### config.mk
export PLATFORM = sky130hd
export DESIGN_NAME = lsu_wb_master
export DESIGN_NICKNAME = d
export VERILOG_FILES = /design/src/rtl/lsu_wb_master_pkg.sv /design/src/rtl/lsu_load_extend.sv /design/src/rtl/lsu_wb_master.sv
export SDC_FILE = /design/constraint.sdc
export NUM_CORES = 1
export LEC_CHECK = 0
export ABC_AREA = 0
export CORE_ASPECT_RATIO = 0.5
export CORE_MARGIN = 8
export CORE_UTILIZATION = 37
export CTS_BUF_LIST = sky130_fd_sc_hd__clkbuf_4 sky130_fd_sc_hd__clkbuf_8
export DETAILED_ROUTE_END_ITERATION = 7
export GPL_ROUTABILITY_DRIVEN = 0
export PLACE_DENSITY = 0.69
export SYNTH_ARGS = -nofsm -noshare
export SYNTH_HDL_FRONTEND = slang
export SYNTH_SLANG_ARGS = --single-unit
### constraint.sdc
create_clock -name i_clk -period 10.2 [get_ports i_clk]
set_clock_uncertainty 0.05 [all_clocks]
set_input_delay 1.02 -clock i_clk [delete_from_list [all_inputs] [get_ports i_clk]]
set_output_delay 1.02 -clock i_clk [all_outputs]
set_load 0.02 [all_outputs]
### src/rtl/lsu_wb_master_pkg.sv
// Shared width codes, FSM encoding and the request legality check for the LSU and its bus slaves.
// Pure declarations: no latency, no flow control.
package lsu_wb_master_pkg;

  localparam logic [2:0] WB_SEL_B  = 3'b000;
  localparam logic [2:0] WB_SEL_H  = 3'b001;
  localparam logic [2:0] WB_SEL_W  = 3'b010;
  localparam logic [2:0] WB_SEL_BU = 3'b100;
  localparam logic [2:0] WB_SEL_HU = 3'b101;

  localparam logic [1:0] S_IDLE     = 2'd0;
  localparam logic [1:0] S_REQ      = 2'd1;
  localparam logic [1:0] S_WAIT_ACK = 2'd2;
  localparam logic [1:0] S_RESP     = 2'd3;

  // Illegal width code, or an address not naturally aligned to the access size.
  function automatic logic req_bad(input logic [2:0] funct3, input logic [1:0] addr_lo);
    case (funct3)
      WB_SEL_B, WB_SEL_BU: req_bad = 1'b0;
      WB_SEL_H, WB_SEL_HU: req_bad = addr_lo[0];
      WB_SEL_W:            req_bad = |addr_lo;
      default:             req_bad = 1'b1;
    endcase
  endfunction

endpackage

### src/rtl/lsu_load_extend.sv
// Sign/zero extension of load data by width code; purely combinational, no backpressure.
module lsu_load_extend
  import lsu_wb_master_pkg::*;
(
  input  logic [31:0] data,
  input  logic [2:0]  funct3,
  output logic [31:0] ext
);

  always_comb begin
    ext = data;
    case (funct3)
      WB_SEL_B:  ext = {{24{data[7]}}, data[7:0]};
      WB_SEL_H:  ext = {{16{data[15]}}, data[15:0]};
      WB_SEL_BU: ext = {24'd0, data[7:0]};
      WB_SEL_HU: ext = {16'd0, data[15:0]};
      default:   ext = data;
    endcase
  end

endmodule

### src/rtl/lsu_wb_master.sv
// Single-outstanding Wishbone master for core loads/stores; response 2 cycles after accept with no stall
// and same-cycle ack (1 for rejected requests); holds stb while stalled, bounded ack wait.
module lsu_wb_master
  import lsu_wb_master_pkg::*;
#(
  parameter int ACK_TIMEOUT = 255,
  parameter int TIMEOUT_W   = 16
) (
  input  logic        i_clk,
  input  logic        i_reset,
  input  logic        i_req_valid,
  output logic        o_req_ready,
  input  logic [31:0] i_req_addr,
  input  logic [31:0] i_req_wdata,
  input  logic        i_req_we,
  input  logic [2:0]  i_req_funct3,
  output logic        o_rsp_valid,
  output logic [31:0] o_rsp_data,
  output logic        o_rsp_err,
  output logic        o_wb_stb,
  output logic [31:0] o_wb_addr,
  output logic [31:0] o_wb_data,
  output logic        o_wb_we,
  output logic [2:0]  o_wb_sel,
  input  logic [31:0] i_wb_data,
  input  logic        i_wb_ack,
  input  logic        i_wb_stall
);

  localparam logic [TIMEOUT_W-1:0] TMO_LAST = TIMEOUT_W'(ACK_TIMEOUT - 1);
  localparam logic [TIMEOUT_W-1:0] TMO_ONE  = TIMEOUT_W'(1);

  logic [1:0]           state;
  logic [TIMEOUT_W-1:0] tmo_cnt;
  logic [31:0]          rdata;
  logic                 err;
  logic [31:0]          ext_data;

  // Handshake outputs decode straight from state so reset kills them asynchronously.
  assign o_req_ready = (state == S_IDLE);
  assign o_wb_stb    = (state == S_REQ);
  assign o_rsp_valid = (state == S_RESP);
  assign o_rsp_err   = err;
  assign o_rsp_data  = (err || o_wb_we) ? 32'd0 : ext_data;

  lsu_load_extend u_extend (
    .data   (rdata),
    .funct3 (o_wb_sel),
    .ext    (ext_data)
  );

  always_ff @(posedge i_clk or posedge i_reset) begin
    if (i_reset) begin
      state     <= S_IDLE;
      tmo_cnt   <= '0;
      rdata     <= '0;
      err       <= 1'b0;
      o_wb_addr <= '0;
      o_wb_data <= '0;
      o_wb_we   <= 1'b0;
      o_wb_sel  <= '0;
    end else begin
      case (state)
        S_IDLE: begin
          if (i_req_valid) begin
            o_wb_addr <= i_req_addr;
            o_wb_data <= i_req_wdata;
            o_wb_we   <= i_req_we;
            o_wb_sel  <= i_req_funct3;
            if (req_bad(i_req_funct3, i_req_addr[1:0])) begin
              err   <= 1'b1;
              state <= S_RESP;
            end else begin
              state <= S_REQ;
            end
          end
        end
        S_REQ: begin
          if (!i_wb_stall) begin
            if (i_wb_ack) begin
              rdata <= i_wb_data;
              state <= S_RESP;
            end else begin
              tmo_cnt <= '0;
              state   <= S_WAIT_ACK;
            end
          end
        end
        S_WAIT_ACK: begin
          // Ack is checked first so an ack coinciding with expiry still succeeds.
          if (i_wb_ack) begin
            rdata <= i_wb_data;
            state <= S_RESP;
          end else if (tmo_cnt == TMO_LAST) begin
            rdata <= '0;
            err   <= 1'b1;
            state <= S_RESP;
          end else begin
            tmo_cnt <= tmo_cnt + TMO_ONE;
          end
        end
        default: begin
          rdata <= '0;
          err   <= 1'b0;
          state <= S_IDLE;
        end
      endcase
    end
  end

endmodule

# Yosys cells after proc, flatten, opt, wreduce, memory -nomap -nowiden
# Index checks and enable logic that the tools add are counted.
# word_totals
mem_bits_ro,0
out_inout_bits,104
n_memories,0
wordCells,71
register_bits,119
latchBits,0
in_bits,105
ramBits,0
# op_classes
n_div,0
n_mul,0
shift,0
n_addsub,1
bitwise_logic,2
reduce_logical,13
n_mux,27
n_lt_le_gt_ge,0
eq_ne,20
# ops
operator,count
$mux W32,5
$pmux W32 S4,1
$pmux W32 S3,1
$mux W16,4
$pmux W16 S2,1
$add A16 B1 Y16 const B,1
$eq A16 B8 Y1 const B,1
$eq A3 B3 Y1 const B,4
$ne A2 B2 Y1 const B,6
$mux W2,5
$reduce_and A5 Y1,2
$mux W1,7
$eq A3 B1 Y1 const B,2
$logic_not A3 Y1,2
$pmux W1 S3,2
$pmux W2 S3,1
$reduce_or A2 Y1,3
$eq A2 B2 Y1 const B,2
$ne A2 B1 Y1 const B,2
$reduce_and A4 Y1,1
$eq A3 B2 Y1 const B,1
$ne A3 B3 Y1 const B,1
$reduce_and A3 Y1,1
$eq A2 B1 Y1 const B,1
other kinds (5),6

# Logic depth before layout (Yosys ltp)
# logic_depth
depth_word,8
depth_mapped,9
ltp_nobuf,6

# Modules after synthesis
# A second synthesis with hierarchy kept.
# unflattened
cells_unflattened,512
area_unflattened_um2,5780.5
# modules_own_cells
mod,cells_each,instances,seq_area_each_um2,area_each_um2
lsu_wb_master,445,1,2977.9,5425.2
lsu_load_extend,67,1,0.0,355.3

# Worst setup path before layout
# Ideal clock, no wire load.
# synth_path
path_type,reg2out
startpoint,register o_wb_sel[1]
endpoint,output port o_rsp_data[10]
path_buffers,2
arrival_time_ps,1828
path_slack_ps,7302
required_ps,9130
path_stages_with_launch,5
cell_sequence,dfrtp_1 -> clkbuf_1 -> or4b_2 -> clkbuf_1 -> a21oi_1
# synth_between
elab_chain_cells,3
word_cells_on_any_way,6
cone_classes,eq/ne: 3; mux: 2; reduce/logical: 1
# synth_rtl
item,line,source
"start, declared",lsu_wb_master.sv:24,"output logic [2:0] o_wb_sel,"
"start signal, assigned",lsu_wb_master.sv:69,o_wb_sel <= i_req_funct3;
"$eq A3 B3 Y1, or another cell as far along",lsu_load_extend.sv:12,case (funct3)
$pmux W32 S4 (*),lsu_load_extend.sv:12,
$mux W32 (*),lsu_wb_master.sv:44,assign o_rsp_data = (err || o_wb_we) ? 32'd0 : ext_data;
"end, declared",lsu_wb_master.sv:18,"output logic [31:0] o_rsp_data,"
# Mark *: on every way between the ends. The rest lies on a longest branch, timed or not.

# Final worst setup path
# layout_path
startpoint,register o_wb_sel[1]
endpoint,output port o_rsp_data[12]
# Same word-level chain as after synthesis.

==> out/qor.log <==
INFO  timing         final-max-slew-violation-count=0
INFO  timing         rsz0062_at_grt=no
INFO  placed_design  dpl-instance-area=7680um^2
INFO  detailed_routing wl_met3=696um
INFO  layout         antenna_cells=0
INFO  floorplan      initial_core_util=37.7%
INFO  detailed_routing drtPass1Iterations=4
INFO  setup_path     timing.critical_path.max_delay_family=simple AND/OR/NAND/NOR gates
INFO  detailed_routing final_routed_wirelength=16400um
INFO  pwr            power_frac_seq=32.1%
INFO  clock_network  path_clk_slew=0.08ns
INFO  global_route   groute.usage.overall=16.8%
INFO  global_route   grt_pass1_vias=4734
INFO  pwr            switchingPower=972uW
INFO  timing         min_period_over_period=39.2%
INFO  clock_network  hold_buf_count_cts=0
INFO  detailed_routing met1_length=6560um
INFO  detailed_routing routedWlPerCell=18.0um
INFO  global_route   global_route.overflow_total=0
INFO  timing         max_slew.worst_pin.slew=1.16ns
INFO  setup_path     worstPathCellList=or4b_2 > a21oi_1 > clkdlybuf4s50_1
INFO  clock_network  cts-root-to-sink-buffers=2
INFO  setup_path     crit_path_end_kind=output port
INFO  layout         finish.instance_area=8110um^2
INFO  clock_network  cts_root_buf=sky130_fd_sc_hd__clkbuf_8
INFO  global_route   number_of_antenna_violations_at_the_first_check_in_global_routing=0
INFO  clock_network  clock-sinks=119
INFO  placed_design  post-dp-hpwl=11900um
INFO  global_route   global_route_wire_length_before_repair=25600um
INFO  clock_network  tritoncts=done
INFO  pwr            sw_frac_of_total=39.5%
INFO  timing         setup_viol=0
INFO  synthesis      count_of_flip_flops_with_a_built_in_enable_after_synthesis=0
INFO  global_route   grt_start_max_net_pins=74
INFO  layout         syn_to_final_growth=49.3%
INFO  timing         fin_worst_hold_slack=0.456ns
INFO  pwr            power_per_cell_area=304nW/um^2
INFO  layout         post_route_cells_drive_above_1_share=16.4%
INFO  detailed_routing number_of_antenna_violating_nets_in_the_routed_design=0
INFO  setup_path     reg2reg_setup_slack=7.14ns
INFO  detailed_routing top_layer=met4
INFO  timing         fin_tns_setup=0ns
INFO  synthesis      number_of_synthesized_register_bits=119
INFO  floorplan      die_w=187um
INFO  detailed_routing viasPerCell=5.05
INFO  floorplan      rows=31
INFO  worst_hold_path hp-class=reg2reg
INFO  pwr            power_share_of_the_combinational_group=49.1%
INFO  timing         finalWorstSetupSlack=6.20ns
INFO  synthesis      netlist_instances=499
INFO  setup_path     worstReg2RegStart=tmo_cnt[0]
INFO  timing         worst_slew_margin_rel=22.3%
INFO  synthesis      synth.yosys.warnings=0
INFO  run_status     run_status=finished clean
INFO  detailed_routing detail_route.drc_violations=0
INFO  synthesis      mappedNetlistArea=5430um^2
INFO  setup_path     worst_setup_path_start_kind=register
INFO  placed_design  place_ws=6.68ns
INFO  synthesis      syn_avg_cell_area=10.9um^2
INFO  layout         nNetsFinal=810
INFO  placed_design  io_buffer_count=208
INFO  setup_path     worst_ep_arrival_time=2.93ns
INFO  synthesis      proportion_of_synthesized_flip_flops_having_asynchronous_set_or_reset=100%
INFO  job            maxCapViolCount=0
INFO  pwr            irDropWorstVdd=0.128mV
INFO  setup_path     critical_path_peak_fanout=28
INFO  detailed_routing via_count=4595
INFO  detailed_routing drt_iter0_drc=267
INFO  timing         report.final.hold_viol_count=0
INFO  setup_path     crit_path_launch=o_wb_sel[1]
INFO  pwr            power_report.internal_total=1.49mW
INFO  pwr            static-leakage-power=3.29nW
INFO  pwr            totalPowerFinal=2.46mW
INFO  clock_network  ctsHtreeMaxLevel=4
INFO  synthesis      synth-seq-area-share=54.9%
INFO  clock_network  postCtsSetupRepairBufs=0
INFO  setup_path     cp_data_required_time=9.13ns
INFO  worst_hold_path hold_path_startpoint=o_wb_data[23]
INFO  detailed_routing detailroute.wirelength.met2=8810um
INFO  synthesis      ys_types=47
INFO  timing         fmax=0.250GHz
INFO  floorplan      die-height=102um
INFO  clock_network  post_cts_resized=0
INFO  clock_network  clk-insertion-delay-late=0.42ns
INFO  synthesis      syn-num-nets=610
INFO  setup_path     crit_path_max_cell_delay=0.96ns
INFO  floorplan      die_area=19000um^2
INFO  setup_path     crit_type=reg2out
INFO  setup_path     cp_slowest_cell=sky130_fd_sc_hd__or4b_2
INFO  floorplan      core_area=14400um^2
INFO  pwr            share_clk_of_total_power=18.8%
INFO  synthesis      dominantRegCellSynth=sky130_fd_sc_hd__dfrtp_1
INFO  floorplan      pin_count=209
INFO  setup_path     cp.buffers_inverters=1
INFO  timing         finalWorstPathRequiredPeriod=4.00ns
INFO  clock_network  total_clock_buffers_created_by_cts=17
==> cell usage in the layout, fill, tap and decap left out, types with 4 or more instances in the layout <==
master	instances
sky130_fd_sc_hd__a21oi_1	27
sky130_fd_sc_hd__a221o_1	4
sky130_fd_sc_hd__a31oi_1	10
sky130_fd_sc_hd__and2_1	9
sky130_fd_sc_hd__and3_1	5
sky130_fd_sc_hd__buf_4	4
sky130_fd_sc_hd__clkbuf_8	18
sky130_fd_sc_hd__clkdlybuf4s50_1	208
sky130_fd_sc_hd__dfrtp_1	119
sky130_fd_sc_hd__ha_1	6
sky130_fd_sc_hd__inv_1	25
sky130_fd_sc_hd__mux2_2	69
sky130_fd_sc_hd__nand2_1	73
sky130_fd_sc_hd__nand3_1	8
sky130_fd_sc_hd__nand4_1	6
sky130_fd_sc_hd__nor2_1	10
sky130_fd_sc_hd__nor3_1	6
sky130_fd_sc_hd__o21ai_0	14
sky130_fd_sc_hd__o22ai_1	32
==> power by group through the flow <==
stage / logic, mW / registers (mW) / clock network (mW)
floorplan: 0.533 / 0.939 / 0
global placement: 1.21 / 0.784 / 0
detailed placement: 1.22 / 0.797 / 0
CTS: 1.23 / 0.789 / 0.477
global route: 1.29 / 0.820 / 0.496
finish: 1.21 / 0.789 / 0.463
==> logic make-up after synthesis <==
| logic type | synth area share [%] |
|---|---|
| AND/OR/NAND/NOR | 12.8 |
| flip-flops | 54.9 |
| AO/OA/AOI/OAI | 12.1 |
| multiplexers | 14.7 |
| buffers and inverters | 4.17 |
| adder cells (fa/ha/maj) | 1.38 |
==> cell usage after synthesis, types with 2 or more instances <==
master / n / area [um^2]
sky130_fd_sc_hd__o21ai_1: 2 / 10.0
sky130_fd_sc_hd__o22ai_1: 32 / 200
sky130_fd_sc_hd__nor2b_1: 2 / 12.5
sky130_fd_sc_hd__nor4_1: 3 / 18.8
sky130_fd_sc_hd__o21ai_0: 14 / 70.1
sky130_fd_sc_hd__ha_1: 6 / 75.1
sky130_fd_sc_hd__inv_1: 26 / 97.6
sky130_fd_sc_hd__a31oi_1: 10 / 62.6
sky130_fd_sc_hd__o31ai_1: 2 / 15.0
sky130_fd_sc_hd__buf_1: 7 / 26.3
sky130_fd_sc_hd__mux2_2: 69 / 777
sky130_fd_sc_hd__o221ai_1: 2 / 17.5
sky130_fd_sc_hd__clkbuf_1: 20 / 75.1
sky130_fd_sc_hd__buf_4: 3 / 22.5
sky130_fd_sc_hd__o211ai_1: 2 / 15.0
sky130_fd_sc_hd__and4_1: 3 / 26.3
sky130_fd_sc_hd__nand2_1: 74 / 278
sky130_fd_sc_hd__and2_1: 9 / 56.3
sky130_fd_sc_hd__nor2_1: 10 / 37.5
sky130_fd_sc_hd__or3_1: 2 / 12.5
sky130_fd_sc_hd__a221o_1: 4 / 40.0
sky130_fd_sc_hd__and3_1: 5 / 31.3
sky130_fd_sc_hd__nor3_1: 6 / 30.0
sky130_fd_sc_hd__nand4_1: 6 / 37.5
sky130_fd_sc_hd__or4_1: 3 / 22.5
sky130_fd_sc_hd__mux2i_1: 2 / 20.0
sky130_fd_sc_hd__a21oi_1: 27 / 135
sky130_fd_sc_hd__nand3_1: 9 / 45.0
sky130_fd_sc_hd__nand2b_1: 2 / 12.5
sky130_fd_sc_hd__or4b_2: 2 / 20.0
sky130_fd_sc_hd__dfrtp_1: 119 / 2980
==> per-layer routing <==
layer  up-vias  GRT usage, %
met1      2277          19.3
met3        23          3.51
met5         -             0
met4         0          6.19
met2       121          30.9
li1       2174             -
==> stage by stage <==
step,instances,util (%)
finish,910,56.3
global route,910,56.3
CTS,910,56.3
detailed placement,878,53.4
global placement,878,53.4
floorplan,499,-
==> state kept, by name, summed over array words and instances (netlist names) <==
signal / count
o_wb_we: 1
o_wb_addr: 32
state: 2
tmo_cnt: 16
o_wb_data: 32
rdata: 32
o_rsp_err: 1
o_wb_sel: 3
==> final timing paths <==
kind / to / cells past startpoint
setup / recovery: o_rsp_data[12] / 3
hold reg to reg: o_wb_data[23] / 1
max in group asynchronous: o_wb_addr[1] / 3
hold / removal: o_wb_data[23] / 1
setup reg to reg: rdata[12] / 7
min in group asynchronous: o_wb_data[18] / 2
==> final cells by class <==
type / instances / area, um^2
Clock buffer: 19 / 255
Clock inverter: 13 / 170
Fill cell: 1267 / 6280
Inverter: 26 / 100
Multi-Input combinational cell: 323 / 2240
Sequential cell: 119 / 2980
Tap cell: 198 / 248
Timing Repair Buffer: 212 / 2110
Power figures use the tool's default switching activity.
